### config.mk
export PLATFORM = sky130hd
export DESIGN_NAME = multiplicador_modo_flat
export DESIGN_NICKNAME = d
export VERILOG_FILES = /design/src/rtl/multiplicador_modo_if.sv /design/src/rtl/multiplicador_modo.sv /design/src/flat_wrapper.sv
export SDC_FILE = /design/constraint.sdc
export NUM_CORES = 1
export LEC_CHECK = 0
export ABC_AREA = 0
export BUFFER_PORTS_ARGS = -buffer_cell sky130_fd_sc_hd__buf_2
export CORE_ASPECT_RATIO = 1.4
export CORE_MARGIN = 3
export CORE_UTILIZATION = 56
export CTS_CLUSTER_DIAMETER = 150
export CTS_CLUSTER_SIZE = 16
export DETAILED_ROUTE_END_ITERATION = 8
export GPL_TIMING_DRIVEN = 0
export PLACE_DENSITY = 0.81
export SETUP_SLACK_MARGIN = 0.05
export SLEW_MARGIN = 20
export SYNTH_ARGS = -nofsm -noshare
export SYNTH_HDL_FRONTEND = slang
export SYNTH_SLANG_ARGS = --single-unit
### constraint.sdc
create_clock -name clk -period 2.2 [get_ports clk]
set_input_delay 0.11 -clock clk [delete_from_list [all_inputs] [get_ports clk]]
set_output_delay 0.11 -clock clk [all_outputs]
set_load 0.02 [all_outputs]
### src/rtl/multiplicador_modo_if.sv
// Start/done handshake bundle for the sequential signed/unsigned multiplier.
// The controller side is the master; the multiplier is the slave.
interface multiplicador_modo_if #(
  parameter int N = 4
);
  logic             start;
  logic             signed_mode;
  logic [N-1:0]     B_in;
  logic [N-1:0]     Q_in;
  logic             busy;
  logic             done;
  logic [2*N-1:0]   P_out;

  modport master (
    output start, signed_mode, B_in, Q_in,
    input  busy, done, P_out
  );

  modport slave (
    input  start, signed_mode, B_in, Q_in,
    output busy, done, P_out
  );
endinterface

### src/rtl/multiplicador_modo.sv
// Sequential shift-add multiplier: N iterations on unsigned magnitudes, then one
// cycle that applies the sign. P_out holds the last product until the next one.
module multiplicador_modo #(
  parameter int N = 4
) (
  input logic                 clk,
  input logic                 rst,
  multiplicador_modo_if.slave bus
);
  localparam int CW = $clog2(N + 1);

  typedef enum logic [1:0] {IDLE, CALC, SIGN, DONE} state_t;

  state_t        state;
  logic [N-1:0]  mcand;
  logic [N-1:0]  mplier;
  logic [N-1:0]  acc_hi;
  logic          neg;
  logic [CW-1:0] count;
  logic [N:0]    sum;

  // |x| as an N-bit unsigned value; -2^(N-1) maps onto 2^(N-1), which still fits.
  function automatic logic [N-1:0] magnitude(input logic [N-1:0] x, input logic is_signed);
    logic signed [N-1:0] xs;
    xs = x;
    return (is_signed && xs < 0) ? (~x + N'(1)) : x;
  endfunction

  // Two's-complement negation of the magnitude product; negating 0 yields 0.
  function automatic logic signed [2*N-1:0] apply_sign(input logic [2*N-1:0] p, input logic n);
    return n ? $signed(~p + (2*N)'(1)) : $signed(p);
  endfunction

  always_comb begin
    sum = {1'b0, acc_hi} + (mplier[0] ? {1'b0, mcand} : '0);
  end

  always_ff @(posedge clk) begin
    if (rst) begin
      state     <= IDLE;
      bus.busy  <= 1'b0;
      bus.done  <= 1'b0;
      bus.P_out <= '0;
      mcand     <= '0;
      mplier    <= '0;
      acc_hi    <= '0;
      neg       <= 1'b0;
      count     <= '0;
    end else begin
      case (state)
        IDLE, DONE: begin
          bus.done <= 1'b0;
          if (bus.start) begin
            mcand    <= magnitude(bus.B_in, bus.signed_mode);
            mplier   <= magnitude(bus.Q_in, bus.signed_mode);
            neg      <= bus.signed_mode & (bus.B_in[N-1] ^ bus.Q_in[N-1]);
            acc_hi   <= '0;
            count    <= CW'(N);
            bus.busy <= 1'b1;
            state    <= CALC;
          end else begin
            state <= IDLE;
          end
        end
        // One add-and-shift per cycle; the carry re-enters as the new MSB.
        CALC: begin
          acc_hi <= sum[N:1];
          mplier <= {sum[0], mplier[N-1:1]};
          count  <= count - CW'(1);
          if (count == CW'(1)) state <= SIGN;
        end
        // {acc_hi, mplier} now holds the full magnitude product.
        SIGN: begin
          bus.P_out <= apply_sign({acc_hi, mplier}, neg);
          bus.busy  <= 1'b0;
          bus.done  <= 1'b1;
          state     <= DONE;
        end
        default: state <= IDLE;
      endcase
    end
  end
endmodule

### src/flat_wrapper.sv
// flat-port wrapper written by rule: the top's interface ports become plain ports
module multiplicador_modo_flat 
#(
  parameter int N = 4
)
  (clk, rst, bus_start, bus_signed_mode, bus_B_in, bus_Q_in, bus_busy, bus_done, bus_P_out);
  multiplicador_modo_if #(.N(N)) bus_i ();
  input logic clk;
  input logic rst;
  input wire logic [$bits(bus_i.start)-1:0] bus_start;
  input wire logic [$bits(bus_i.signed_mode)-1:0] bus_signed_mode;
  input wire logic [$bits(bus_i.B_in)-1:0] bus_B_in;
  input wire logic [$bits(bus_i.Q_in)-1:0] bus_Q_in;
  output wire logic [$bits(bus_i.busy)-1:0] bus_busy;
  output wire logic [$bits(bus_i.done)-1:0] bus_done;
  output wire logic [$bits(bus_i.P_out)-1:0] bus_P_out;
  assign bus_i.start = bus_start;
  assign bus_i.signed_mode = bus_signed_mode;
  assign bus_i.B_in = bus_B_in;
  assign bus_i.Q_in = bus_Q_in;
  assign bus_busy = bus_i.busy;
  assign bus_done = bus_i.done;
  assign bus_P_out = bus_i.P_out;
  multiplicador_modo #(.N(N)) u_core (.clk(clk), .rst(rst), .bus(bus_i));
endmodule
==> summary.txt <==
Run status
  • Status: finished, final reports clean

Worst setup path
  • CP Data Arrival Time: 2.21 ns
  • Critical path's top delay family: flip-flops
  • Worst path bufs/invs: 1
  • Critical path class: reg -> reg
  • Startpoint class of the critical path: register
  • Crit. End Element: register
  • Worst-path fanout max: 7
  • Slowest cell on crit path: dfxtp_1
  • Required time of the worst setup path: 2.43 ns
  • Worst-path cell chain: inv_1 -> ha_1 -> mux2_4 -> and2_0 -> a222oi_1 -> nor2_1
  • Largest stage delay on the critical path: 0.41 ns

Drt
  • Detailed Routing Iterations Pass 1: 6
  • Routed WL: 3520 microns
  • Initial detailed-routing violation count: 54
  • Via-to-Cell Ratio: 5.80
  • Vias: 1,439
  • Detailed-route DRC error count: 0
  • WL/cell: 14.2 microns
  • ANT nets after route: 0

STA
  • Max Slew Vio Count: 0
  • Final period util: 90.0%
  • Unrepaired setup endpoints after global routing: no
  • Skew final: 0.00429 ns
  • Max Clk Rate: 505 MHz
  • Hold_ws: 0.0164 ns
  • Setup violators final: 0
  • Final worst path period need: 1.98 ns
  • Worst Max-Slew Pin Slew: 0.603 ns
  • TNS Setup: 0 ns
  • Relative slew slack: 59.4%
  • Fin. Hold Viols: 0

Clocking
  • Total CTS buffers: 3
  • CTS resizes: 0
  • Root Driver: clkbuf_4
  • H-Tree Level Count: 1
  • # hold bufs at CTS: 0
  • Worst-Skew Late Latency: 0.33 ns
  • # Post-CTS Setup Buffers: 0
  • CTS clock-pin slew for the worst setup and hold paths: 0.15 ns
  • TritonCTS Sinks: 28
  • Max Buffers Root-to-Sink: 2
  • CTS tree: built

Placement
  • DPL Wire Length: 2740 microns
  • RePlAce Congestion: 0.847
  • # port buffers: 20
  • Area after DPL: 1730 sq um
  • Cells after DPL: 247

Layout
  • Nets: 239
  • Area delta synth->final: 10.3%
  • Design Area, Final: 1750 sq um
  • FILL cells: 258
  • Fraction of layout instances using a drive strength above 1: 15.6%
  • Post-Layout Cell Count: 248
  • Ant diodes: 0

Global route
  • Initial antenna violation count: 0
  • Number of global-route vias before repair: 1,417
  • Largest net degree at the start of global routing: 15
  • GRT Overall Usage: 22.6%
  • Remaining global-route overflow: 0
  • First-pass GRT wire length: 5990 microns

Die
  • Total core area: 2670 sq um
  • Num ports: 22
  • Die area: 3510 sq um
  • Die W: 51.0 microns
  • Initial Utilization: 59.3%
  • Std-Cell Rows: 22
  • Die Y: 68.9 microns

Pwr
  • Peak VDD IR: 0.000609 V
  • P_leak: 0.713 nW
  • Power consumption: 1.73 mW
  • Pwr Density: 990 nW/um^2

Logic synthesis
  • #FFs+latches synth: 28
  • Most area-consuming cells after synthesis: dfxtp_1 (35%), ha_1 (9.5%), a21oi_1 (6.0%)
  • Mapped cell area: 1580 sq um
  • Sequential area share after synthesis: 35.4%
  • YS warnings: 0
  • Yosys top cell area share: 35.4%
  • Number of synthesized flops with an enable pin: 0
  • Post-synth ARST share: 0%
  • Synth area leader: dfxtp_1
  • Syn Inst Count: 191
  • Syn avg cell area: 8.29 sq um
  • Cell variety after synth: 40
  • Mapped Nets: 216
  • Ys flop type: dfxtp_1

Hold path
  • HP Class: in -> reg

Run
  • Max cap viols: 0
sequential cells by signal (all words and copies together), names as in the netlist:
name              flops
u_core.bus.P_out      8
u_core.acc_hi         4
u_core.mcand          4
u_core.mplier         4
u_core.count          3
u_core.state          2
u_core.bus.busy       1
u_core.bus.done       1
u_core.neg            1
Yosys cell counts (3+ instances only):
master and n:
dfxtp_1 28, a21oi_1 19, nand2_1 18, nor2_1 17, inv_1 16, ha_1 12
clkbuf_1 8, a211oi_1 6, nand3_1 5, o21ai_0 5, xnor2_1 5, mux2i_1 4
nand2b_1 4, nand3b_1 4, and2_2 3, o22ai_1 3, o31ai_1 3, xor2_1 3
cell usage in the layout, fill, tap and decap left out, drive strengths merged, types with 3 or more instances in the layout:
cell	instances
a211oi	7
a21oi	20
and2	5
buf	22
clkbuf	9
dfxtp	28
ha	12
inv	16
mux2i	4
nand2	18
nand2b	4
nand3	5
nand3b	4
nor2	17
o21ai	6
o22ai	3
o31ai	3
xnor2	5
xor2	3
area by class of cell:
cell class | count | area (sq um) | share of cell area, %
repair buffers | 20 | 100 | 5.73
well taps | 36 | 45.0 | 2.58
clock buffers | 3 | 22.5 | 1.29
inverters | 16 | 60.1 | 3.44
multi-input cells | 137 | 922 | 52.8
plain buffers | 8 | 37.5 | 2.15
flip-flops and latches | 28 | 561 | 32.1
routing by layer:
metal	vias to the layer above	wire length [microns]	share of wire, %	global-route usage, %
met2	58	1860	53	44.4
met5	-	0	0	0
met4	0	103	2.9	12.8
met1	667	1350	38	23.0
met3	9	199	5.7	2.15
li1	705	-	-	-
through the flow:
step | setup slack, ns | util (%)
final | 0.221 | 65.5
after global routing | 0.0707 | 65.5
after CTS | 0.149 | 65.6
after detailed placement | 0.171 | 64.8
after global placement | 0.207 | 64.8
after floorplan | 0.376 | -
worst paths after layout:
check | startpoint | endpoint | slack [ns] | cells after the start
hold reg to reg | u_core.mcand[3]$_SDFFE_PP0P_ | u_core.mcand[3]$_SDFFE_PP0P_ | 0.47 | 2
hold / removal | bus_B_in[0] | u_core.mcand[0]$_SDFFE_PP0P_ | 0.02 | 3
setup / recovery | u_core.state[0]$_SDFFE_PP0P_ | u_core.mplier[1]$_SDFFE_PP0P_ | 0.22 | 6
setup reg to reg | u_core.state[0]$_SDFFE_PP0P_ | u_core.mplier[1]$_SDFFE_PP0P_ | 0.22 | 6
worst register-to-register path, delay by kind of cell, from the launching register on:
| kind | cells | cell delay, ns |
|---|---|---|
| compound gates | 1 | 0.31 |
| simple gates | 2 | 0.33 |
| flops | 1 | 0.41 |
| fa+ha+maj | 1 | 0.39 |
| buf+inv | 1 | 0.06 |
| mux | 1 | 0.37 |
cells by family (layout without fill, tap and decap cells):
family,count (synthesis),count (layout),share of synthesized area [%]
mux,6,6,3.95
compound gates,49,49,20.0
simple gates,61,61,18.9
flops,28,28,35.4
fa+ha+maj,13,13,10.7
xor+xnor,8,8,4.42
buf+inv,26,47,6.64
power breakdown:
| group | switching (mW) | leakage, nW | internal [mW] |
|---|---|---|---|
| logic | 0.510 | 0.470 | 0.316 |
| registers | 0.0713 | 0.229 | 0.619 |
| clock network | 0.150 | 0.0138 | 0.0644 |
No activity file was read; power rests on OpenSTA's default activity.
